**src/rtl/ts_lamp_monitor.sv**
```systemverilog
// Conflict and timing watchdog for the six traffic lamp drives: decodes phases,
// checks their order and durations, and latches a fault that requests flash-red.
module ts_lamp_monitor #(
  parameter int CLK_FREQ       = 50000000,
  parameter int HWY_GRN_MIN_S  = 60,
  parameter int YEL_MIN_S      = 10,
  parameter int CTRY_GRN_MAX_S = 31,
  parameter int TOL_S          = 1
) (
  input  logic       clk,
  input  logic       clear_n,
  input  logic       R_ctry,
  input  logic       G_ctry,
  input  logic       Y_ctry,
  input  logic       R_hiwy,
  input  logic       G_hiwy,
  input  logic       Y_hiwy,
  input  logic       fault_ack,
  output logic [1:0] phase,
  output logic       phase_valid,
  output logic       fault,
  output logic [2:0] fault_code,
  output logic       flash_red
);

  // state  | meaning
  // INIT   | waiting for the first legal pattern after reset or fault_ack
  // TRACK  | following a legal phase, checking order and durations
  // FAULT  | fault latched, lamps ignored until fault_ack
  typedef enum logic [1:0] {
    ST_INIT  = 2'd0,
    ST_TRACK = 2'd1,
    ST_FAULT = 2'd2
  } state_t;

  localparam int TW = (CLK_FREQ > 1) ? $clog2(CLK_FREQ) : 1;

  localparam logic [1:0] PH_HG = 2'd0;
  localparam logic [1:0] PH_HY = 2'd1;
  localparam logic [1:0] PH_CG = 2'd2;
  localparam logic [1:0] PH_CY = 2'd3;

  localparam logic [2:0] FC_NONE    = 3'd0;
  localparam logic [2:0] FC_ILLEGAL = 3'd1;
  localparam logic [2:0] FC_SEQ     = 3'd2;
  localparam logic [2:0] FC_SHORT_G = 3'd3;
  localparam logic [2:0] FC_SHORT_Y = 3'd4;
  localparam logic [2:0] FC_LONG_Y  = 3'd5;
  localparam logic [2:0] FC_LONG_CG = 3'd6;

  localparam logic [6:0] HG_MIN = 7'(HWY_GRN_MIN_S - TOL_S);
  localparam logic [6:0] YL_MIN = 7'(YEL_MIN_S - TOL_S);
  localparam logic [6:0] YL_MAX = 7'(YEL_MIN_S + TOL_S);
  localparam logic [6:0] CG_MAX = 7'(CTRY_GRN_MAX_S + TOL_S);

  logic [5:0]    lamp_q, lamp_d;
  logic          lamp_vld_q, lamp_vld_d;
  logic [TW-1:0] tick_cnt_q, tick_cnt_d;
  logic [6:0]    elapsed_q, elapsed_d;
  state_t        state_q, state_d;
  logic [1:0]    phase_q, phase_d;
  logic          first_q, first_d;
  logic [2:0]    fault_code_q, fault_code_d;

  logic          sec_tick;
  logic          pat_legal;
  logic [1:0]    pat_phase;
  logic [1:0]    phase_nxt;
  logic          phase_chg;
  logic [2:0]    det_code;
  logic [6:0]    elapsed_inc;

  always_ff @(posedge clk or negedge clear_n) begin
    if (!clear_n) begin
      lamp_q       <= '0;
      lamp_vld_q   <= 1'b0;
      tick_cnt_q   <= '0;
      elapsed_q    <= '0;
      state_q      <= ST_INIT;
      phase_q      <= PH_HG;
      first_q      <= 1'b0;
      fault_code_q <= FC_NONE;
    end else begin
      lamp_q       <= lamp_d;
      lamp_vld_q   <= lamp_vld_d;
      tick_cnt_q   <= tick_cnt_d;
      elapsed_q    <= elapsed_d;
      state_q      <= state_d;
      phase_q      <= phase_d;
      first_q      <= first_d;
      fault_code_q <= fault_code_d;
    end
  end

  // lamp_vld masks the all-off reset value of the lamp register for one cycle
  assign lamp_d     = {R_hiwy, G_hiwy, Y_hiwy, R_ctry, G_ctry, Y_ctry};
  assign lamp_vld_d = 1'b1;

  assign sec_tick   = (tick_cnt_q == TW'(CLK_FREQ - 1));
  assign tick_cnt_d = sec_tick ? '0 : tick_cnt_q + TW'(1);

  assign elapsed_inc = (sec_tick && (elapsed_q != 7'd127)) ? elapsed_q + 7'd1 : elapsed_q;

  always_comb begin
    pat_legal = 1'b1;
    pat_phase = PH_HG;
    case (lamp_q)
      6'b010_100: pat_phase = PH_HG;
      6'b001_100: pat_phase = PH_HY;
      6'b100_010: pat_phase = PH_CG;
      6'b100_001: pat_phase = PH_CY;
      default:    pat_legal = 1'b0;
    endcase
  end

  assign phase_nxt = phase_q + 2'd1;
  assign phase_chg = pat_legal && (pat_phase != phase_q);

  // lower-priority causes are evaluated first so higher ones overwrite them
  always_comb begin
    det_code = FC_NONE;
    if (state_q == ST_TRACK) begin
      case (phase_q)
        PH_HY, PH_CY: if (elapsed_q > YL_MAX) det_code = FC_LONG_Y;
        PH_CG:        if (elapsed_q > CG_MAX) det_code = FC_LONG_CG;
        default:      ;
      endcase
      if (phase_chg) begin
        if (pat_phase != phase_nxt) begin
          det_code = FC_SEQ;
        end else if (!first_q) begin
          case (phase_q)
            PH_HG:        if (elapsed_q < HG_MIN) det_code = FC_SHORT_G;
            PH_HY, PH_CY: if (elapsed_q < YL_MIN) det_code = FC_SHORT_Y;
            default:      ;
          endcase
        end
      end
      if (!pat_legal) det_code = FC_ILLEGAL;
    end else if (state_q == ST_INIT) begin
      if (lamp_vld_q && !pat_legal) det_code = FC_ILLEGAL;
    end
  end

  always_comb begin
    state_d      = state_q;
    phase_d      = phase_q;
    first_d      = first_q;
    fault_code_d = fault_code_q;
    elapsed_d    = elapsed_inc;
    case (state_q)
      ST_INIT: begin
        elapsed_d = '0;
        if (det_code != FC_NONE) begin
          state_d      = ST_FAULT;
          fault_code_d = det_code;
        end else if (lamp_vld_q) begin
          state_d = ST_TRACK;
          phase_d = pat_phase;
          first_d = 1'b1;
        end
      end
      ST_TRACK: begin
        if (det_code != FC_NONE) begin
          state_d      = ST_FAULT;
          fault_code_d = det_code;
        end else if (phase_chg) begin
          phase_d   = pat_phase;
          first_d   = 1'b0;
          elapsed_d = '0;
        end
      end
      ST_FAULT: begin
        elapsed_d = '0;
        if (fault_ack) begin
          state_d      = ST_INIT;
          fault_code_d = FC_NONE;
        end
      end
      default: begin
        state_d   = ST_INIT;
        elapsed_d = '0;
      end
    endcase
  end

  assign phase       = phase_q;
  assign phase_valid = (state_q == ST_TRACK);
  assign fault       = (state_q == ST_FAULT);
  assign flash_red   = (state_q == ST_FAULT);
  assign fault_code  = fault_code_q;

endmodule

```
**config.mk**
```make
export PLATFORM = sky130hd
export DESIGN_NAME = ts_lamp_monitor
export DESIGN_NICKNAME = d
export VERILOG_FILES = /design/src/rtl/ts_lamp_monitor.sv
export SDC_FILE = /design/constraint.sdc
export NUM_CORES = 1
export LEC_CHECK = 0
export BUFFER_PORTS_ARGS = -buffer_cell sky130_fd_sc_hd__buf_2
export CORE_MARGIN = 2
export CORE_UTILIZATION = 55
export DETAILED_ROUTE_END_ITERATION = 10
export PLACE_DENSITY = 0.82
export SLEW_MARGIN = 20
export SYNTH_ARGS = -nofsm -noshare
export SYNTH_HDL_FRONTEND = slang
export SYNTH_SLANG_ARGS = --single-unit
```
**constraint.sdc**
```tcl
create_clock -name clk -period 5 [get_ports clk]
set_clock_uncertainty 0.05 [all_clocks]
set_input_delay 0.75 -clock clk [delete_from_list [all_inputs] [get_ports clk]]
set_output_delay 0.75 -clock clk [all_outputs]
set_load 0.005 [all_outputs]
```
==> run metrics <==
Synth Register Bits=between 40 and 50; Crit Reg-Reg Endpoint=elapsed_q[2]; required time worst endpoint=between 5 and 6 ns; Fin Hold WS=0.374 ns; first-pass GRT wire length=8.19 mm; H-tree levels=2; Final Slew Violations=0; Slew @ Worst Pin=about 0.90 ns; die area=roughly 5400 µm²; outcome=complete, no violations; min-delay worst type=in2async; depth of the most critical reg-to-reg path=7; Total Routing Usage GR=between 10% and 20%; Clock Power Share=around 29%; RSZ-0062 raised after global routing=no; Core ar.=4660 µm²; initial antenna violation count=0; final WL=between 4 and 5 mm; Post-Syn Instances=~260; vias in the first global route=~1900; grt total ovfl=0; final antenna-violating net count=0; Syn Std Cell Area=2630 µm²; synthesized net count=276; Leak Pwr=about 0.0012 µW; antenna fix cells=0; RR Startpoint=tick_cnt_q[0]; # port buffers=16; P_int=around 540 µW; syn_area_per_cell=10.2 µm²; Power per Cell Area=about 270 nW/µm²; post-route cell area=between 2000 and 3000 µm²; Tcrit/Tclk final=50.7%; CP peak stage delay=~0.85 ns; fmax=395 MHz; Area Growth Syn to Fin=8.08%; slew margin rel.=between 30 and 40%; post-synth cell types=52; Post-synth EDFFs=0; slowest CP cell=nor4_4; fin crit period=between 2 and 3 ns; clock-pin slew on the worst setup and hold paths=0.09 ns; Flop pwr share=a little under three fifths; 1st-pass router iterations=4; Site Rows=25; VDD IR max=around 0.18 mV; MaxCap Viol Count=0; fraction of layout cells with a size suffix above 1=around an eighth; crit path DAT=roughly 2.7 ns; Root Buffer=clkbuf_8; CTS Buf Count=5; Placer Congestion=between 0.8 and 0.9; Hold Vio Cnt, Final=0; DRC viols=0; Final setup viols=0; CTS tree=yes; Die Ht=73.2 µm; hold-fix buffers at CTS=0; clock buffer depth=2; HPWL after DPL=approximately 3.5 mm; Seq/Total Area, Yosys=45.6%; Worst-Skew Late Latency=0.30 ns; Die W=between 70 and 80 µm; critical-path maximum fanout=19; crit path launch type=flop; Net Sw Power=between 200 and 250 µW; nets=slightly below 300; Worst path top cell family by delay=simple AND/OR/NAND/NOR gates; Synthesis Warnings=0; postcts setup bufs=0; Switching Share=~28%; Setup TNS=0 ns; vias per inst=roughly 5.8; drt wl/cell=approximately 14 µm; DRT iter0 DRCs=between 80 and 90; largest net degree at the start of global routing=slightly below 50; Initial Util=56.5%; reg2reg setup slack=~2.5 ns; boundary pin count=17; critical path class=reg2reg; crit-path cells=ha_1 > and3_1 > nand4_1 > nor4_4 > nand3_1 > xnor2_1 > nor2_1; Placed Area=between 2000 and 3000 µm²; asr flop ratio synth=100%; Comb power frac=between 10% and 20%; Vias=between 1500 and 2000; Post-CTS Resized=0; clock tree sinks=48; Worst setup EP type=flop; Synth Flop Type=dfrtp_1; Worst Path Buf+Inv=0
sequential cells by signal, indices dropped and copies added (netlist names):
register	count
lamp_q	6
phase	2
tick_cnt_q	26
first_q	1
elapsed_q	7
lamp_vld_q	1
fault_code	3
state_q	2
worst max-delay path by stage:
| stage | depth (start not counted) | slack, ns | endpoint | startpoint |
|---|---|---|---|---|
| 2_1_floorplan | 8 | 2.81 | state_q[1] | phase[0] |
| 4_1_cts | 7 | 2.44 | elapsed_q[2] | tick_cnt_q[0] |
| 5_1_grt | 7 | 2.25 | elapsed_q[2] | tick_cnt_q[0] |
| 3_5_place_dp | 7 | 2.46 | elapsed_q[2] | tick_cnt_q[0] |
| 6_report | 7 | 2.47 | elapsed_q[2] | tick_cnt_q[0] |
| 3_3_place_gp | 7 | 2.62 | elapsed_q[2] | tick_cnt_q[0] |
layer usage:
metal,share of wire [%],up-vias,track usage (%),routed length (µm)
li1,-,950,-,-
met1,46,924,24.4,2200
met2,49,47,32.8,2340
met3,3.3,14,4.42,159
met4,1.6,0,7.61,77
met5,0,-,0,0
synthesized netlist by cell type, drive strengths merged, types with 2 or more instances:
| cell | n | area [µm²] |
|---|---|---|
| o2111ai | 3 | 26.3 |
| nand3 | 17 | 85.1 |
| xnor2 | 18 | 176 |
| or3 | 2 | 17.5 |
| nor4bb | 3 | 60.1 |
| o21ai | 7 | 50.1 |
| nor4 | 3 | 33.8 |
| nand3b | 3 | 22.5 |
| dfrtp | 48 | 1200 |
| xor2 | 16 | 140 |
| inv | 10 | 37.5 |
| clkbuf | 2 | 7.51 |
| ha | 8 | 100 |
| nor2 | 35 | 131 |
| o31ai | 3 | 22.5 |
| a21oi | 7 | 38.8 |
| and4 | 3 | 26.3 |
| nor4b | 3 | 47.5 |
| nand4 | 7 | 43.8 |
| nand2 | 26 | 100 |
| mux2i | 2 | 20.0 |
| and3 | 8 | 51.3 |
| nor3 | 8 | 40.0 |
stage by stage:
step,std cells,setup WS [ns],power (µW),utilization (%)
after floorplan,259,2.81,508,-
after global placement,326,2.62,543,59.4
after detailed placement,326,2.46,547,59.4
after CTS,333,2.44,764,61.0
after global routing,333,2.25,791,61.1
final,333,2.47,756,61.1
power groups by stage:
stage	Sequential (µW)	Clock (µW)	Combinational, µW
6_report	427	218	112
5_1_grt	430	236	125
4_1_cts	426	224	113
3_5_place_dp	435	0	112
3_3_place_gp	433	0	110
2_1_floorplan	430	0	78.2
area by class of cell:
| cell class | count | area, µm² |
|---|---|---|
| flip-flops and latches | 48 | 1200 |
| repair buffers | 16 | 82.6 |
| inverters | 10 | 37.5 |
| clock buffers | 6 | 72.6 |
| clock inverters | 1 | 5.00 |
| multi-input cells | 198 | 1380 |
| well taps | 54 | 67.6 |
| fillers | 388 | 1810 |
cell usage in the layout (no fill, tap or decap), drive strengths merged, types with 2 or more instances in the layout:
cell,Yosys,final
a21oi,7,7
and3,8,8
and4,3,3
buf,1,16
clkbuf,2,6
dfrtp,48,48
ha,8,8
inv,10,10
mux2i,2,2
nand2,26,26
nand3,17,17
nand3b,3,3
nand4,7,7
nor2,35,35
nor3,8,8
nor4,3,3
nor4b,3,3
nor4bb,3,3
o2111ai,3,3
o21ai,7,7
o31ai,3,3
or3,2,2
xnor2,18,18
xor2,16,16
kinds of logic (layout without fill, tap and decap cells):
logic type | after synthesis | in the layout | synth area share [%]
adder cells (fa/ha/maj) | 8 | 8 | 3.80
XOR/XNOR | 34 | 34 | 12.0
other | 1 | 1 | 0.142
buffers and inverters | 13 | 33 | 2.00
flip-flops | 48 | 48 | 45.6
AO/OA/AOI/OAI | 31 | 31 | 9.55
multiplexers | 2 | 2 | 0.760
AND/OR/NAND/NOR | 122 | 122 | 26.1
(Power assumes the default switching activity.)
